**src/rtl/bitty_pkg.sv**
```systemverilog
// bitty_pkg: shared encodings for the bitty execute core.
//   - instruction type codes, ALU select codes
//   - FSM state encoding
//   - instruction field bit positions
package bitty_pkg;

  typedef enum logic [1:0] {
    TYPE_REG = 2'b00,
    TYPE_IMM = 2'b01,
    TYPE_BR  = 2'b10,
    TYPE_RSV = 2'b11
  } itype_e;

  localparam logic [2:0] ALU_ADD = 3'd0;
  localparam logic [2:0] ALU_SUB = 3'd1;
  localparam logic [2:0] ALU_AND = 3'd2;
  localparam logic [2:0] ALU_OR  = 3'd3;
  localparam logic [2:0] ALU_XOR = 3'd4;
  localparam logic [2:0] ALU_SHL = 3'd5;
  localparam logic [2:0] ALU_SHR = 3'd6;
  localparam logic [2:0] ALU_CMP = 3'd7;

  typedef enum logic [2:0] {
    WAIT0  = 3'd0,
    WAIT1  = 3'd1,
    DECODE = 3'd2,
    EXEC   = 3'd3,
    WB     = 3'd4,
    DONE   = 3'd5
  } state_e;

  // Instruction field positions (LSB) and widths
  localparam int RX_LSB   = 13;
  localparam int RY_LSB   = 10;
  localparam int REG_W    = 3;
  localparam int IMM_LSB  = 5;
  localparam int IMM_W    = 8;
  localparam int SEL_LSB  = 2;
  localparam int SEL_W    = 3;
  localparam int TYPE_LSB = 0;
  localparam int TYPE_W   = 2;

endpackage

```
**src/rtl/bitty_alu.sv**
```systemverilog
// bitty_alu: combinational ALU for the bitty execute core.
//   a, b : operands (b is the register Ry or the zero-extended imm8)
//   sel  : operation select (ALU_ADD..ALU_CMP)
//   y    : result, mod 2^W; cmp yields 0 (eq), 1 (a>b), 2 (a<b), unsigned
module bitty_alu
  import bitty_pkg::*;
#(
  parameter int W = 16
) (
  input  logic [W-1:0] a,
  input  logic [W-1:0] b,
  input  logic [2:0]   sel,
  output logic [W-1:0] y
);

  always_comb begin
    y = '0;
    unique case (sel)
      ALU_ADD: y = a + b;
      ALU_SUB: y = a - b;
      ALU_AND: y = a & b;
      ALU_OR:  y = a | b;
      ALU_XOR: y = a ^ b;
      ALU_SHL: y = a << b[3:0];
      ALU_SHR: y = a >> b[3:0];
      ALU_CMP: begin
        if (a == b)     y = '0;
        else if (a > b) y = W'(1);
        else            y = W'(2);
      end
      default: y = '0;
    endcase
  end

endmodule

```
**src/rtl/bitty_exec_core.sv**
```systemverilog
// bitty_exec_core: execute side of the bitty fetch/execute handshake.
//   clk             : rising-edge clock
//   reset           : synchronous active-low reset
//   instruction_in  : instruction from the fetch unit's output register
//   done1           : 1-cycle pulse, last_alu_result final for this instruction
//   done2           : 1-cycle pulse the cycle after done1, advances the PC
//   last_alu_result : result of the most recent ALU/immediate instruction
//   dbg_sel/dbg_data: combinational register-file read port
// Each instruction takes FETCH_WAIT+4 cycles: WAIT0, WAIT1 (x FETCH_WAIT-1),
// DECODE, EXEC, WB, DONE. FETCH_WAIT must be >= 2.
module bitty_exec_core
  import bitty_pkg::*;
#(
  parameter int DATA_W     = 16,
  parameter int NUM_REGS   = 8,
  parameter int FETCH_WAIT = 2
) (
  input  logic                        clk,
  input  logic                        reset,
  input  logic [DATA_W-1:0]           instruction_in,
  output logic                        done1,
  output logic                        done2,
  output logic [DATA_W-1:0]           last_alu_result,
  input  logic [$clog2(NUM_REGS)-1:0] dbg_sel,
  output logic [DATA_W-1:0]           dbg_data
);

  localparam int WCNT_W = (FETCH_WAIT > 2) ? $clog2(FETCH_WAIT - 1) : 1;

  state_e              state_q, state_d;
  logic [WCNT_W-1:0]   wait_q, wait_d;
  logic [DATA_W-1:0]   rf_q [NUM_REGS];
  logic [DATA_W-1:0]   ir_q, opa_q, opb_q, res_q, last_q;
  logic                done1_q, done2_q;

  logic [REG_W-1:0]    rx_in, ry_in, rx_ir;
  logic [TYPE_W-1:0]   type_ir;
  logic [SEL_W-1:0]    sel_ir;
  logic [DATA_W-1:0]   alu_b, alu_y;
  logic                wr_en;

  // Operand register indices come straight from the fetch register in DECODE;
  // everything later in the instruction works from the latched IR.
  assign rx_in   = instruction_in[RX_LSB +: REG_W];
  assign ry_in   = instruction_in[RY_LSB +: REG_W];
  assign rx_ir   = ir_q[RX_LSB +: REG_W];
  assign type_ir = ir_q[TYPE_LSB +: TYPE_W];
  assign sel_ir  = ir_q[SEL_LSB +: SEL_W];

  // Ry and imm8 overlap in the encoding, so the choice is made from IR in EXEC.
  assign alu_b = (type_ir == TYPE_IMM) ? DATA_W'(ir_q[IMM_LSB +: IMM_W]) : opb_q;
  assign wr_en = (state_q == WB) && ((type_ir == TYPE_REG) || (type_ir == TYPE_IMM));

  bitty_alu #(.W(DATA_W)) u_alu (
    .a   (opa_q),
    .b   (alu_b),
    .sel (sel_ir),
    .y   (alu_y)
  );

  always_comb begin
    state_d = state_q;
    wait_d  = wait_q;
    unique case (state_q)
      WAIT0: begin
        state_d = WAIT1;
        wait_d  = '0;
      end
      WAIT1: begin
        if (wait_q == WCNT_W'(FETCH_WAIT - 2)) state_d = DECODE;
        else                                   wait_d  = wait_q + WCNT_W'(1);
      end
      DECODE:  state_d = EXEC;
      EXEC:    state_d = WB;
      WB:      state_d = DONE;
      DONE:    state_d = WAIT0;
      default: state_d = WAIT0;
    endcase
  end

  always_ff @(posedge clk) begin
    if (!reset) begin
      state_q <= WAIT0;
      wait_q  <= '0;
      ir_q    <= '0;
      opa_q   <= '0;
      opb_q   <= '0;
      res_q   <= '0;
      last_q  <= '0;
      done1_q <= 1'b0;
      done2_q <= 1'b0;
      for (int i = 0; i < NUM_REGS; i++) rf_q[i] <= '0;
    end else begin
      state_q <= state_d;
      wait_q  <= wait_d;
      done1_q <= (state_q == WB);
      done2_q <= (state_q == DONE);
      if (state_q == DECODE) begin
        ir_q  <= instruction_in;
        opa_q <= rf_q[rx_in];
        opb_q <= rf_q[ry_in];
      end
      if (state_q == EXEC) res_q <= alu_y;
      // Branch and reserved types leave both Rx and last_alu_result untouched.
      if (wr_en) begin
        rf_q[rx_ir] <= res_q;
        last_q      <= res_q;
      end
    end
  end

  assign done1           = done1_q;
  assign done2           = done2_q;
  assign last_alu_result = last_q;
  assign dbg_data        = rf_q[dbg_sel];

endmodule

```
**config.mk**
```make
export PLATFORM = sky130hd
export DESIGN_NAME = bitty_exec_core
export DESIGN_NICKNAME = d
export VERILOG_FILES = /design/src/rtl/bitty_pkg.sv /design/src/rtl/bitty_alu.sv /design/src/rtl/bitty_exec_core.sv
export SDC_FILE = /design/constraint.sdc
export NUM_CORES = 1
export LEC_CHECK = 0
export ABC_CLOCK_PERIOD_IN_PS = 5590
export CAP_MARGIN = 20
export CORE_AREA = 3 3 153 155
export CTS_CLUSTER_SIZE = 40
export DETAILED_ROUTE_END_ITERATION = 8
export DIE_AREA = 0 0 156 158
export PLACE_DENSITY = 0.85
export SLEW_MARGIN = 30
export SYNTH_ARGS = -nofsm -noshare
export SYNTH_HDL_FRONTEND = slang
export SYNTH_SLANG_ARGS = --single-unit
```
**constraint.sdc**
```tcl
create_clock -name clk -period 5.59 [get_ports clk]
set_input_delay 0.8385 -clock clk [delete_from_list [all_inputs] [get_ports clk]]
set_output_delay 0.8385 -clock clk [all_outputs]
set_load 0.03 [all_outputs]
```
* Yosys cells after proc, flatten, opt, wreduce, memory -nomap -nowiden
Memories as Yosys holds them, arrays and structs flattened. A register that Yosys moved wholly into a read port is not among the register bits. Index checks and enable logic that the tools add are counted.
Word-level totals: register bits 54, latch bits 0, RAM bits 128, memory bits (read-only) 0, input port bits 21, output and inout bits 34, logic and storage cells 56, memories 1
Cells by class: add/subtract/negate cells 3, multiply operators 0, div/mod/pow operators 0, magnitude comparators 1, equal/unequal tests 15, shifts and indexed selects 2, muxes and demuxes 15, bitwise operators 3, reduce and logical (&&, ||, !) cells 9
Memories:
- rf_q | words 8, width 16, read ports 3, clocked after memory_dff 2, wr ports 8, RTL line bitty_exec_core.sv:32 | logic [DATA_W-1:0] rf_q [NUM_REGS];
Operators with widths (count):
- $pmux W16 S8 | 1
- $mux W16 | 3
- $eq A3 B3 Y1 const B | 6
- $add A16 B16 Y16 | 1
- $and A16 B16 Y16 | 1
- $eq A16 B16 Y1 | 1
- $gt A16 B16 Y1 | 1
- $or A16 B16 Y16 | 1
- $reduce_or A16 Y1 | 1
- $shl A16 B4 Y16 | 1
- $shr A16 B4 Y16 | 1
- $sub A16 B16 Y16 | 1
- $xor A16 B16 Y16 | 1
- $pmux W3 S5 | 1
- $eq A3 B2 Y1 const B | 4
- $eq A3 B1 Y1 const B | 2
- $logic_not A3 Y1 | 2
- $mux W1 | 6
- $mux W3 | 2
- $eq A2 B1 Y1 const B | 1
- $logic_not A1 Y1 | 2
- $logic_not A2 Y1 | 1
- $mux W2 | 1
- $ne A2 B2 Y1 const B | 1
- 5 further kinds | 5

* Longest topological paths before layout
Gate-level depths: netlist of run 1.
depth in word-level cells 8, depth in mapped cells 17, mapped depth without buffers 14

* Modules after synthesis
A second synthesis of run 1 with hierarchy kept.
Second synthesis, totals: cell total of the unflattened synthesis 1481, area total of the unflattened synthesis 14704.1 sq um
Modules (own cells, without submodules):
- bitty_exec_core | times used 1, cells each 927, area each 10973.0 sq um, sequential area each 5545.3 sq um
- bitty_alu | times used 1, cells each 554, area each 3731.1 sq um, sequential area each 0.0 sq um

* Least setup slack after synthesis of run 1
No wires, ideal clock.
kind reg-to-reg, start point register ir_q[0], end point register res_q[15], setup time 122 ps, arrival time 3536 ps, required time 5468 ps, setup slack 1932 ps, stages on the path, launching flop included 16, buffers on the path 3, clock period less this slack 3658 ps, cell sequence dfxtp_1 -> nand2b_2 -> buf_6 -> mux2i_1 -> inv_2 -> buf_1 -> buf_1 -> ha_1 -> a21o_1 -> a221o_1 -> a2111oi_2 -> o21ai_1 -> a21oi_1 -> xor2_1 -> a211oi_1 -> a21oi_1
On the way: word-level cells in the longest chain between the ends 4, elaborated cells between the ends (all ways) 10, those cells by class add/sub (2); eq/ne (1); shift (2); mux (2); bitwise (3)
RTL lines:
- start, declared | RTL line bitty_exec_core.sv:33 | logic [DATA_W-1:0] ir_q, opa_q, opb_q, res_q, last_q;
- start signal, assigned | RTL line bitty_exec_core.sv:99 | ir_q <= instruction_in;
- $eq A2 B1 Y1 * | RTL line bitty_exec_core.sv:51 | assign alu_b = (type_ir == TYPE_IMM) ? DATA_W'(ir_q[IMM_LSB +: IMM_W]) : opb_q;
- $mux W16 * | RTL line bitty_exec_core.sv:51
- $sub A16 B16 Y16 (tied with other cells) | RTL line bitty_alu.sv:20 | ALU_SUB: y = a - b;
- $pmux W16 S8 * | RTL line bitty_alu.sv:18 | unique case (sel)
- end signal, assigned | RTL line bitty_exec_core.sv:103 | if (state_q == EXEC) res_q <= alu_y;
- end, declared | RTL line bitty_exec_core.sv:33
Mark *: on every way between the ends. The rest lies on a longest branch, timed or not. A chain may end at the register's enable or synchronous reset.

* Final worst setup path of run 1
start point input port dbg_sel[0], end point output port dbg_data[9]
On the way: word-level cells in the longest chain between the ends 1
RTL lines:
- start, declared | RTL line bitty_exec_core.sv:24 | input logic [$clog2(NUM_REGS)-1:0] dbg_sel,
- $mem_v2 Z8 W16
- end, declared | RTL line bitty_exec_core.sv:25 | output logic [DATA_W-1:0] dbg_data
No other way between the ends.

==> results of run 1 <==
[metrics by stage]
step           std cells  setup slack [ns]  total power [W]  hold WS [ns]  area [um^2]
2_1_floorplan       1413              1.93          0.00266         0.439        14700
3_3_place_gp        1676              1.50          0.00299         0.451        15400
3_5_place_dp        1676              1.43          0.00300         0.461        15400
4_1_cts             1720              1.43          0.00459         0.473        16200
5_1_grt             1721              1.23          0.00477         0.503        16200
6_report            1721              1.47          0.00464         0.478        16200
[cells by family after synthesis]
family	Yosys count	synth area share
compound gates	287	0.141
xor+xnor	19	0.0113
fa+ha+maj	50	0.0430
buf+inv	166	0.0459
flops	213	0.378
mux	190	0.217
simple gates	488	0.164
[synth_stat cells (all sizes together) (8+ instances only)]
cell | number | share of area
o21ai | 57 | 0.019
and3 | 20 | 0.0085
a22oi | 10 | 0.0051
xnor2 | 15 | 0.0089
mux4 | 101 | 0.15
ha | 48 | 0.041
o211ai | 11 | 0.0066
dfxtp | 85 | 0.12
and2 | 121 | 0.052
edfxtp | 128 | 0.26
nor3 | 34 | 0.013
mux2i | 72 | 0.049
a21oi | 57 | 0.020
a31oi | 8 | 0.0034
nand2b | 13 | 0.0057
clkbuf | 74 | 0.019
buf | 35 | 0.012
o211a | 18 | 0.012
inv | 56 | 0.014
nand3 | 15 | 0.0051
nor2 | 58 | 0.015
a21boi | 34 | 0.017
a211oi | 11 | 0.0065
o31ai | 11 | 0.0069
o221ai | 18 | 0.012
mux2 | 17 | 0.013
nand2 | 199 | 0.051
[layout make-up]
class                           instances  area share
Tap cell                              280      0.0216
Sequential cell                       213       0.342
Multi-Input combinational cell       1034       0.523
Clock inverter                         12     0.00772
Clock buffer                           32      0.0422
Inverter                               57      0.0134
Timing Repair Buffer                   93      0.0503
[power breakdown]
part           total (W)  leakage, nW  switching [W]  internal (W)
Combinational    0.00118         3.97       0.000725      0.000456
Sequential       0.00184         2.01       0.000109       0.00173
Clock            0.00161        0.402       0.000690      0.000923
[per-layer routing]
metal / vias up / routed length (um)
met5: - / 88
met4: 2 / 2070
met3: 175 / 5990
met2: 946 / 21900
met1: 5900 / 17900
li1: 5254 / -
[worst max-delay path: stages]
cell and delay [ns]:
buf_2 0.52, buf_4 0.43, mux4_2 0.57, mux2_2 0.30, clkdlybuf4s50_1 0.60
[sequential cells by signal, summed over array words and instances (netlist names)]
register	flops
ir_q	16
rf_q	128
opa_q	16
res_q	16
done1	1
opb_q	16
done2	1
state_q	3
last_alu_result	16
[worst max path at each step]
stage                                   to            startpoint  cells past startpoint
finish                         dbg_data[9]            dbg_sel[0]                      5
CTS                            dbg_data[9]            dbg_sel[0]                      5
global route        res_q[15]$_SDFFE_PN0N_  ir_q[1]$_SDFFE_PN0P_                     13
detailed placement             dbg_data[9]            dbg_sel[0]                      5
global placement               dbg_data[9]            dbg_sel[0]                      5
floorplan           res_q[15]$_SDFFE_PN0N_  ir_q[0]$_SDFFE_PN0P_                     15
==> impl_metrics.yaml, run 1 <==
cells_and_area:
  multiInputGateArea_um2: 8480
  diodes: 0
  fillers: 1492
  final_nets: 1493
  register_area_um2: 5550
  post-route-util: 0.738
  final_cell_mix: "199 x nand2_1, 128 x edfxtp_1, 121 x and2_1"
  syn_to_final_growth_pct: 10.4
  final_common_cell: "nand2_1"
  drive_above_1_share: 0.160
sta:
  fin_crit_sh: 0.737
  finalSetupViolCount: 0
  timing.slew.headroom: 0.342
  fmax_mhz: 243
  skew_ns: 0.0333
  final_max_slew_viol_count: 0
  grt_setup_unrepaired: "false"
  setup_tns_ns: 0
  fin_crit_ns: 4.12
  timing.final.hold_violations: 0
  tightest_slew_ns: 0.977
place:
  portBuffers: 54
  gp_congestion: 1.02
  hpwl_mm: 32.7
floorplan:
  die_x_um: 156
  die-area_um2: 24600
  rows: 54
  design.portCount: 55
  start_util: 0.669
  design.core.area_um2: 22000
  die_h_um: 158
synth:
  syn_avg_cell_area_um2: 10.4
  synthesis.nets: 1483
  ys_seq_elements: 213
  syn_inst: 1413
  synth-edff-count: 128
  synth_area_um2: 14700
  ys_warn_count: 0
  seq_area_frac_synth: 0.378
  async_flop_share: 0
  synthDistinctLibCells: 83
  synth-main-ff-cell: "edfxtp_1"
route:
  drt_iter0_drc: 1876
  drc: 1
  vias: 12300
  ant_nets: 0
  wl_per_cell_um: 27.8
  vias_per_cell: 7.13
  firstDrtPassIters: 9
  wirelength_mm: 47.9
global_routing:
  grt_overflow_total: 0
  use_met2: 0.614
  grt_pass1_wl_mm: 73.7
  gr-usage-all-layers: 0.394
  grtUsageMet3: 0.0834
  grt_pass1_vias: 12400
  grt_max_degree: 71
  use_met1: 0.545
  grt-busiest-layer: "met2"
  antenna_found_initial: 0
clock_tree:
  clkSinkCount: 213
  cts_tree: "done"
  cts_resized: 0
  post_cts_buffers: 0
  cts_buffers: 24
  cts-root-buf: "clkbuf_16"
  ctsHoldBuffers: 0
  htree_levels: 1
  clockBufferDepth: 3
  clock_latency_ns: 0.55
  clk_pin_slew_ns: 0.06
worst_hold_path:
  holdPathEnd: "last_alu_result[4]$_SDFFE_PN0P_"
  hold_depth: 2
  min_path_type: "reg2reg"
  min_from: "last_alu_result[4]$_SDFFE_PN0P_"
worst_setup_path:
  cp-end-kind: "primary output"
  cp.arrival_ns: 3.28
  worstPathMaxFanout: 18
  r2r_end: "res_q[15]$_SDFFE_PN0N_"
  cp.required_ns: 4.75
  cp-start-kind: "input pin"
  reg2reg_from: "ir_q[1]$_SDFFE_PN0P_"
  worstSetupPathType: "in2out"
  r2r_slack_ns: 1.50
  rr_worst_depth: 13
flow_run:
  max_cap_violations: 0
status:
  violations: "design-rule violations"
  outcome: "complete, but fails checks"
power_and_ir_drop:
  pwr_density_cell_nw_per_um2: 286
  power_leakage_nw: 6.38
  max-vdd-ir-drop_mv: 0.291
Power figures use the tool's default switching activity.
==> inputs of run 2 (changes only) <==
ABC_CLOCK_PERIOD_IN_PS = 3900   (was 5590)
CORE_AREA = 3 3 157 159   (was 3 3 153 155)
DIE_AREA = 0 0 160 162   (was 0 0 156 158)
PLACE_DENSITY = 0.81   (was 0.85)
clock period = 3.9 ns   (was 5.59 ns; I/O delays follow)
==> impl_metrics.yaml, run 2 (synthesis results as in run 1) <==
status:
  outcome: "completed"
clock_tree:
  cts_resized: 0
  clock_latency_ns: 0.53
  cts_buffers: 24
  clockBufferDepth: 3
  htree_levels: 1
  cts-root-buf: "clkbuf_16"
  clkSinkCount: 213
  post_cts_buffers: 0
  ctsHoldBuffers: 0
  cts_tree: "done"
  clk_pin_slew_ns: 0.06
route:
  vias: 12100
  drt_iter0_drc: 1536
  vias_per_cell: 6.80
  wl_per_cell_um: 26.0
  ant_nets: 0
  wirelength_mm: 46.2
  firstDrtPassIters: 6
  drc: 0
place:
  gp_congestion: 1.01
  hpwl_mm: 31.6
  pre_cts_slack_ns: 0.435
  portBuffers: 54
cells_and_area:
  post-route-util: 0.699
  final_cell_mix: "199 x nand2_1, 128 x edfxtp_1, 121 x and2_1"
  diodes: 0
  regMostFlops: "rf_q"
  fillers: 1752
  syn_to_final_growth_pct: 11.5
  final_nets: 1507
  largest_reg_flops: 128
  final_common_cell: "nand2_1"
  drive_above_1_share: 0.166
sta:
  timing.slew.headroom: 0.311
  tightest_slew_ns: 1.03
  finalSetupViolCount: 0
  fin_crit_ns: 3.63
  timing.final.hold_violations: 0
  final_max_slew_viol_count: 0
  setup_slack_ns: 0.266
  fin_crit_sh: 0.932
  skew_ns: 0.0291
  fmax_mhz: 275
  grt_setup_unrepaired: "false"
  setup_tns_ns: 0
worst_hold_path:
  min_path_type: "in2reg"
global_routing:
  gr-usage-all-layers: 0.358
  antenna_found_initial: 0
  grt_overflow_total: 0
  grt_pass1_wl_mm: 71.6
  grt_max_degree: 66
  grt_pass1_vias: 11900
worst_setup_path:
  cp.required_ns: 4.35
  cp-end-kind: "flip-flop"
  worstPathMaxFanout: 12
  startpoint: "ir_q[1]$_SDFFE_PN0P_"
  cp-start-kind: "flip-flop"
  r2r_end: "res_q[14]$_SDFFE_PN0N_"
  crit_end: "res_q[14]$_SDFFE_PN0N_"
  reg2reg_from: "ir_q[1]$_SDFFE_PN0P_"
  rr_worst_depth: 12
  worstSetupPathType: "reg2reg"
  cp.arrival_ns: 4.08
  r2r_slack_ns: 0.27
power_and_ir_drop:
  power_leakage_nw: 6.44
  finalPower_w: 0.00654
  pwr_density_cell_nw_per_um2: 400
  max-vdd-ir-drop_mv: 0.380
floorplan:
  rows: 56
  start_util: 0.627
  die_h_um: 162
  die_x_um: 160
  die-area_um2: 25900
  design.core.area_um2: 23400
  design.portCount: 55
flow_run:
  max_cap_violations: 0
## run 2: stage by stage
step | hold slack [ns] | instances | area, um^2
after floorplan | 0.439 | 1413 | 14700
after global placement | 0.453 | 1730 | 15600
after detailed placement | 0.457 | 1730 | 15600
after CTS | 0.365 | 1773 | 16400
after global routing | 0.387 | 1773 | 16400
final | 0.380 | 1773 | 16400
## run 2: critical path, stage by stage (launching register included)
cell,delay (ns)
dfxtp_1,0.34
nand2b_2,0.30
buf_4,0.29
nand2_1,0.13
ha_1,0.48
inv_1,0.12
a21oi_1,0.35
o31ai_1,0.19
a311oi_1,0.43
inv_1,0.08
o311a_1,0.33
a311o_1,0.35
a21oi_1,0.14
## run 2: area by class of cell
class | instances | area, um^2 | area share
Timing Repair Buffer | 107 | 956 | 0.0584
Clock inverter | 15 | 121 | 0.00742
Clock buffer | 28 | 657 | 0.0401
Tap cell | 319 | 399 | 0.0244
Inverter | 57 | 216 | 0.0132
Sequential cell | 213 | 5550 | 0.339
Multi-Input combinational cell | 1034 | 8470 | 0.518
## run 2: layer usage
| metal | track usage | part of all wire | up-vias |
|---|---|---|---|
| met4 | 0.136 | 0.044 | 0 |
| met1 | 0.501 | 0.39 | 5816 |
| li1 | - | - | 5285 |
| met5 | 0 | 0 | - |
| met3 | 0.0625 | 0.11 | 142 |
| met2 | 0.567 | 0.46 | 810 |
## run 2: where the power goes
| group | total, W | internal [W] | switching, W |
|---|---|---|---|
| combinational | 0.00169 | 0.000670 | 0.00102 |
| clock | 0.00222 | 0.00128 | 0.000937 |
| sequential | 0.00264 | 0.00249 | 0.000155 |
| total | 0.00654 | 0.00443 | 0.00211 |
## run 2: how the worst min path moves through the flow
stage / start / endpoint / slack, ns / cells after the start
detailed placement: last_alu_result[15]$_SDFFE_PN0P_ / last_alu_result[15]$_SDFFE_PN0P_ / 0.46 / 2
finish: reset / state_q[0]$_SDFF_PN0_ / 0.38 / 3
global placement: last_alu_result[15]$_SDFFE_PN0P_ / last_alu_result[15]$_SDFFE_PN0P_ / 0.45 / 2
CTS: reset / state_q[0]$_SDFF_PN0_ / 0.36 / 3
floorplan: ir_q[5]$_SDFFE_PN0P_ / ir_q[5]$_SDFFE_PN0P_ / 0.44 / 2
global route: reset / state_q[0]$_SDFF_PN0_ / 0.39 / 3
